**src/rtl/sample_mac_pipe.sv**
```systemverilog
// sample_mac_pipe: pipelined multiply-accumulate with shift,
// saturation/truncation and a valid/ready stream handshake.
module sample_mac_pipe #(
    parameter int A_WIDTH   = 8,
    parameter int B_WIDTH   = 14,
    parameter int A_SIGNED  = 0,
    parameter int B_SIGNED  = 1,
    parameter int NUM_STAGE = 2,
    parameter int ACC_WIDTH = 32,
    parameter int OUT_WIDTH = 14,
    parameter int SHIFT     = 0,
    parameter int SAT_EN    = 1
) (
    input  logic                 clk,
    input  logic                 reset_n,
    input  logic                 ce,
    input  logic                 in_valid,
    output logic                 in_ready,
    input  logic [A_WIDTH-1:0]   din0,
    input  logic [B_WIDTH-1:0]   din1,
    input  logic                 in_first,
    input  logic                 in_last,
    output logic [OUT_WIDTH-1:0] dout,
    output logic                 dout_valid,
    input  logic                 dout_ready,
    output logic                 ovf
);

    localparam int P_WIDTH = A_WIDTH + B_WIDTH + 2;
    localparam int LAST    = NUM_STAGE - 1;

    logic advance;

    assign advance  = ce & ~(dout_valid & ~dout_ready);
    assign in_ready = advance;

    logic [A_WIDTH-1:0] a_q;
    logic [B_WIDTH-1:0] b_q;
    logic               v_q;
    logic               f_q;
    logic               l_q;

    // Operand register: captures the offered beat (or a bubble) on advance.
    always_ff @(posedge clk or negedge reset_n) begin
        if (!reset_n) begin
            a_q <= '0;
            b_q <= '0;
            v_q <= 1'b0;
            f_q <= 1'b0;
            l_q <= 1'b0;
        end else if (advance) begin
            a_q <= din0;
            b_q <= din1;
            v_q <= in_valid;
            f_q <= in_first;
            l_q <= in_last;
        end
    end

    logic signed [A_WIDTH:0]   a_ext;
    logic signed [B_WIDTH:0]   b_ext;
    logic signed [P_WIDTH-1:0] a_w;
    logic signed [P_WIDTH-1:0] b_w;
    logic signed [P_WIDTH-1:0] prod;

    assign a_ext = {(A_SIGNED != 0) && a_q[A_WIDTH-1], a_q};
    assign b_ext = {(B_SIGNED != 0) && b_q[B_WIDTH-1], b_q};
    assign a_w   = P_WIDTH'(a_ext);
    assign b_w   = P_WIDTH'(b_ext);
    assign prod  = a_w * b_w;

    logic signed [ACC_WIDTH-1:0] p_prod [NUM_STAGE];
    logic [NUM_STAGE-1:0]        p_v;
    logic [NUM_STAGE-1:0]        p_f;
    logic [NUM_STAGE-1:0]        p_l;

    // Product pipeline: full-width product travels with its tags.
    always_ff @(posedge clk or negedge reset_n) begin
        if (!reset_n) begin
            p_v <= '0;
            p_f <= '0;
            p_l <= '0;
            for (int i = 0; i < NUM_STAGE; i++) begin
                p_prod[i] <= '0;
            end
        end else if (advance) begin
            p_v[0]    <= v_q;
            p_f[0]    <= f_q;
            p_l[0]    <= l_q;
            p_prod[0] <= ACC_WIDTH'(prod);
            for (int i = 1; i < NUM_STAGE; i++) begin
                p_v[i]    <= p_v[i-1];
                p_f[i]    <= p_f[i-1];
                p_l[i]    <= p_l[i-1];
                p_prod[i] <= p_prod[i-1];
            end
        end
    end

    logic signed [ACC_WIDTH-1:0]   acc;
    logic signed [ACC_WIDTH-1:0]   acc_next;
    logic signed [ACC_WIDTH-1:0]   r;
    logic [ACC_WIDTH-OUT_WIDTH:0]  r_hi;
    logic                          fits;
    logic [OUT_WIDTH-1:0]          clamp;
    logic [OUT_WIDTH-1:0]          res;
    logic                          res_ovf;

    // Accumulate, shift, and fit the result into the signed output range.
    always_comb begin
        acc_next = p_f[LAST] ? p_prod[LAST] : acc + p_prod[LAST];
        r        = acc_next >>> SHIFT;
        r_hi     = r[ACC_WIDTH-1:OUT_WIDTH-1];
        fits     = (&r_hi) | ~(|r_hi);
        clamp    = r[ACC_WIDTH-1] ? {1'b1, {(OUT_WIDTH-1){1'b0}}}
                                  : {1'b0, {(OUT_WIDTH-1){1'b1}}};
        res      = r[OUT_WIDTH-1:0];
        res_ovf  = ~fits;
        if ((SAT_EN != 0) && !fits) begin
            res = clamp;
        end
    end

    // Accumulator: loads on first, adds otherwise, clears after a last beat.
    always_ff @(posedge clk or negedge reset_n) begin
        if (!reset_n) begin
            acc <= '0;
        end else if (advance && p_v[LAST]) begin
            acc <= p_l[LAST] ? '0 : acc_next;
        end
    end

    // Output register: loads on a last beat, drops valid on handshake.
    always_ff @(posedge clk or negedge reset_n) begin
        if (!reset_n) begin
            dout       <= '0;
            ovf        <= 1'b0;
            dout_valid <= 1'b0;
        end else if (advance && p_v[LAST] && p_l[LAST]) begin
            dout       <= res;
            ovf        <= res_ovf;
            dout_valid <= 1'b1;
        end else if (advance) begin
            dout_valid <= 1'b0;
        end
    end

endmodule
```
**config.mk**
```make
export PLATFORM = sky130hd
export DESIGN_NAME = sample_mac_pipe
export DESIGN_NICKNAME = d
export VERILOG_FILES = /design/src/rtl/sample_mac_pipe.sv
export SDC_FILE = /design/constraint.sdc
export NUM_CORES = 1
export LEC_CHECK = 0
export CAP_MARGIN = 20
export CELL_PAD_IN_SITES_DETAIL_PLACEMENT = 1
export CELL_PAD_IN_SITES_GLOBAL_PLACEMENT = 1
export CORE_MARGIN = 4
export CORE_UTILIZATION = 35
export CTS_BUF_LIST = sky130_fd_sc_hd__clkbuf_4 sky130_fd_sc_hd__clkbuf_8
export DETAILED_ROUTE_END_ITERATION = 6
export DONT_BUFFER_PORTS = 1
export GPL_ROUTABILITY_DRIVEN = 0
export GPL_TIMING_DRIVEN = 0
export PLACE_DENSITY_LB_ADDON = 0.3
export SETUP_SLACK_MARGIN = 0.5
export SLEW_MARGIN = 15
export SYNTH_ARGS = -nofsm -noshare
export SYNTH_HDL_FRONTEND = slang
export SYNTH_SLANG_ARGS = --single-unit
```
**constraint.sdc**
```tcl
create_clock -name clk -period 8.7 [get_ports clk]
set_input_delay 0 -clock clk [delete_from_list [all_inputs] [get_ports clk]]
set_output_delay 0 -clock clk [all_outputs]
set_load 0.01 [all_outputs]
```
* Yosys cells after proc, flatten, opt, wreduce, memory -nomap -nowiden *
Cells that the tools add are included.

cells by class
  add/sub/neg operators = 1
  multiply operators = 1
  muxes and demuxes = 6
  bitwise logic cells = 7
  reductions and logical operators = 5

operators with widths
  cell                         number
  two-way mux 32 bit           2
  adder 32 x 23 -> 32 bit      1
  two-way mux 14 bit           2
  multiplier 9 x 14 -> 23 bit  1
  AND reduction 19 bit         1
  OR reduction 19 bit          1
  inverter 1 bit               4
  AND 1 bit                    2
  logical AND 1 bit            2
  two-way mux 1 bit            2
  nonzero test 2 bit           1
  OR 1 bit                     1

word-level totals
  flip-flop bits (word level) = 125
  input port bits = 29
  word-level logic and storage cells = 34

* Longest topological paths before layout *
  depth after elaboration = 7
  mapped depth = 22

* Worst setup path before layout *
Ideal clock, no wire load.

  path kind = flip-flop to flip-flop
  start point = register a_q[2]
  end point = register p_prod[54] (netlist name)
  setup time = 136 ps
  arrival = 4949 ps
  data required time = 8564 ps
  setup slack = 3615 ps
  stages on the path, launching flop included = 22
  path through = dfrtp_1 > clkbuf_1 > nand2_1 > fa_1 > inv_1 > fa_1 > ha_1 > inv_1 > fa_1 > inv_1 > fa_1 > a21o_1 > a21oi_1 > o21bai_1 > a31oi_1 > o211ai_1 > nand2_1 > o211ai_1 > or4_1 > a31oi_1 > xnor2_1 > o21ai_0

between the ends
  word-level cells in the longest chain between the ends = 1

ends and longest elaborated chain
  item                         line  source
  start: declaration           37    logic [A_WIDTH-1:0] a_q;
  start signal: assignment     52    a_q <= din0;
  multiplier 9 x 14 -> 23 bit  70    assign prod = a_w * b_w;

No other way between the ends.
A chain may end at the register's enable or synchronous reset.

* Final worst setup path *
  start point = register a_q[1]
  end point = register p_prod[54] (netlist name)

between the ends
  word-level cells in the longest chain between the ends = 1

ends and longest elaborated chain
  item                         line
  multiplier 9 x 14 -> 23 bit  70

No other way between the ends.

==> results.json <==
{
  "run_status": "finished clean",
  "cpMostUsedCell": "fa_1",
  "dr.first_iter.drc_count": 391,
  "criticalPathCategory": "reg2reg",
  "reg2reg_depth": 21,
  "clk_latency_ps": 480,
  "grt_pass1_wl_um": 50800,
  "wl_um": 30300,
  "max_cap_violations": 0,
  "endpoint_kind": "register",
  "slew_viol_final": 0,
  "layout_common_cells": "303 x nand2_1, 166 x inv_1, 125 x dfrtp_1, 91 x fa_1, 77 x ha_1",
  "rr_endpoint": "p_prod[54]",
  "cp_cell_sequence": "clkbuf_1 -> nand2_1 -> fa_1 -> inv_1 -> fa_1 -> ha_1 -> inv_1 -> fa_1 -> inv_1 -> fa_1 -> a21o_1 -> a21oi_1 -> o21bai_1 -> a31oi_1 -> o211ai_1 -> nand2_1 -> o211ai_1 -> or4_1 -> a31oi_1 -> xnor2_1 -> o21ai_0",
  "fill_cells": 3637,
  "fp.dieArea_um2": 34000,
  "vias": 8761,
  "dp_cells": 1672,
  "rows": 64,
  "clockBufferDepth": 2,
  "seqPwrFrac": 0.222,
  "synth_edf_count": 0,
  "cp_slowest_cell": "dfrtp_1",
  "p_leak_nw": 6.05,
  "cts_tree": "done",
  "die_h_um": 184,
  "crit_fanout": 10,
  "post-route-period-util": 0.702,
  "synthesis.area_um2": 10900,
  "p_comb_frac": 0.634,
  "cts.htree.levels": 4,
  "num_io_pins": 46,
  "finalNetCount": 1519,
  "hold_viol_final": 0,
  "vdd_drop_max_mv": 0.113,
  "clk_pin_slew_ps": 90,
  "syn_avg_cell_area_um2": 8.53,
  "p_sw_w": 0.00212,
  "design.core.area_um2": 30600,
  "fmax_mhz": 164,
  "finClkSkew_ps": 22.3,
  "finalCriticalPeriod_ps": 6110,
  "swShare": 0.480,
  "rsz0062_at_grt": "false",
  "intPower_w": 0.00230,
  "wl_per_cell_um": 17.5,
  "synth_flop_cell": "dfrtp_1",
  "r2r_slack_ps": 2590,
  "finalSetupViolations": 0,
  "antenna_found_initial": 0,
  "via_per_inst": 5.06,
  "grt-ovfl-total": 0,
  "numCtsBuffers": 17,
  "worstMarginPinSlew_ps": 796,
  "drc": 0,
  "hpwlAfterDp_um": 23400,
  "first_global_vias": 9677,
  "rr_startpoint": "a_q[1]",
  "worstPathArrival_ps": 6440,
  "post-cts-setup-buffers": 0,
  "final_cell_count_no_fill": 1731,
  "drtPass1Iterations": 4,
  "clock_sinks": 125,
  "syn_nets": 1473,
  "area_delta_synth_final_pct": 11.6,
  "power.share.clock": 0.144,
  "slew_headroom": 0.466,
  "ys.warnings.count": 0,
  "dieWidth_um": 184,
  "diodes": 0,
  "layout_commonest_cell": "nand2_1",
  "portBuffers": 0,
  "synthArstFlopShare": 1.00,
  "grt_max_degree": 126,
  "synthCells": 1276,
  "hold_class": "in2async",
  "powerDensity_nw_per_um2": 364,
  "start_kind": "register",
  "synth_cell_type_count": 63,
  "drive_gt1_frac": 0.0390,
  "cp_slowest_stage_delay_ps": 570,
  "cts_root_buf": "clkbuf_8",
  "seq_area_frac_synth": 0.288,
  "initial_core_util": 0.356,
  "detail-route-antenna-nets": 0,
  "grt_usage": 0.187,
  "setup-tns-final_ps": 0,
  "ys_ff_latch": 125,
  "critical_path_required_ps": 9030
}
==> final cells by class <==
| cell class | instances | area, um^2 | share of cell area |
|---|---|---|---|
| inverters | 167 | 627 | 0.0516 |
| clock buffers | 22 | 290 | 0.0239 |
| plain buffers | 55 | 220 | 0.0181 |
| multi-input cells | 929 | 6900 | 0.569 |
| repair buffers | 27 | 288 | 0.0237 |
| flip-flops and latches | 125 | 3130 | 0.258 |
| clock inverters | 10 | 185 | 0.0153 |
| well taps | 396 | 495 | 0.0408 |
==> through the flow <==
stage | hold WS (ps) | setup WS (ps) | area [um^2] | utilization | total power [W]
floorplan | -296 | 3610 | 10900 | - | 0.00309
global placement | -286 | 2690 | 11400 | 0.372 | 0.00368
detailed placement | -287 | 2620 | 11400 | 0.372 | 0.00377
CTS | 133 | 2620 | 12100 | 0.397 | 0.00446
global route | 161 | 2250 | 12100 | 0.397 | 0.00492
finish | 146 | 2590 | 12100 | 0.397 | 0.00442
==> timing repair <==
| item | CTS | global route |
|---|---|---|
| resized for setup | 0 | 0 |
| hold endpoints to repair | 150 | 0 |
| endpoints found under the setup margin | 0 | 0 |
| hold buffers | 27 | 0 |
==> metal layers <==
layer  vias up  wire length [um]  global-route usage
met3        35              1010              0.0337
met1      4355             13700               0.238
met4         0               407              0.0373
li1       4245                 -                   -
met5         -                 0                   0
met2       126             15200               0.335
==> synthesized netlist by cell type, drive strengths merged (11+ instances only) <==
cell    instances  share of area
nand2         303           0.10
inv           166          0.057
dfrtp         125           0.29
fa             91           0.17
ha             77          0.089
o21ai          70          0.033
and2           58          0.033
a21oi          51          0.024
clkbuf         49          0.017
nor2           47          0.016
xnor2          28          0.023
a21o           26          0.018
a22o           17          0.014
nand3          15         0.0069
a221o          13          0.012
nor3           13         0.0060
xor2           13          0.010
a31oi          11         0.0063
==> how the worst max path moves through the flow <==
stage,from,to
floorplan,a_q[2],p_prod[54]
global placement,a_q[2],p_prod[54]
detailed placement,a_q[2],p_prod[54]
CTS,a_q[1],p_prod[54]
global route,a_q[2],p_prod[54]
finish,a_q[1],p_prod[54]
==> registers in the layout, summed over array words and instances (netlist names) <==
name and flops:
p_prod 46, acc 32, b_q 14, dout 14, a_q 8, p_f 2
p_l 2, p_v 2, dout_valid 1, f_q 1, l_q 1, ovf 1
v_q 1
==> power by group through the flow <==
stage / clock network [W] / registers [W] / logic, W
detailed placement: 0 / 0.000993 / 0.00277
floorplan: 0 / 0.000926 / 0.00217
finish: 0.000637 / 0.000979 / 0.00280
CTS: 0.000650 / 0.000983 / 0.00283
global route: 0.000673 / 0.00101 / 0.00323
global placement: 0 / 0.000987 / 0.00269
==> critical path: cells and delay by family, from the launching register on <==
family | cells | cell delay [ps]
adders and majority gates | 5 | 2260
AOI/OAI and AO/OA | 8 | 1570
and+or+nand+nor | 3 | 720
buffers and inverters | 4 | 680
DFF | 1 | 570
xor gates and xnor gates | 1 | 160
==> cell families after synthesis <==
logic type,Yosys count,share of synthesized area
compound gates,237,0.146
xor+xnor,41,0.0330
fa+ha+maj,168,0.256
buf+inv,222,0.0779
flops,125,0.288
mux,9,0.00874
simple gates,474,0.191
(Power assumes the default switching activity.)
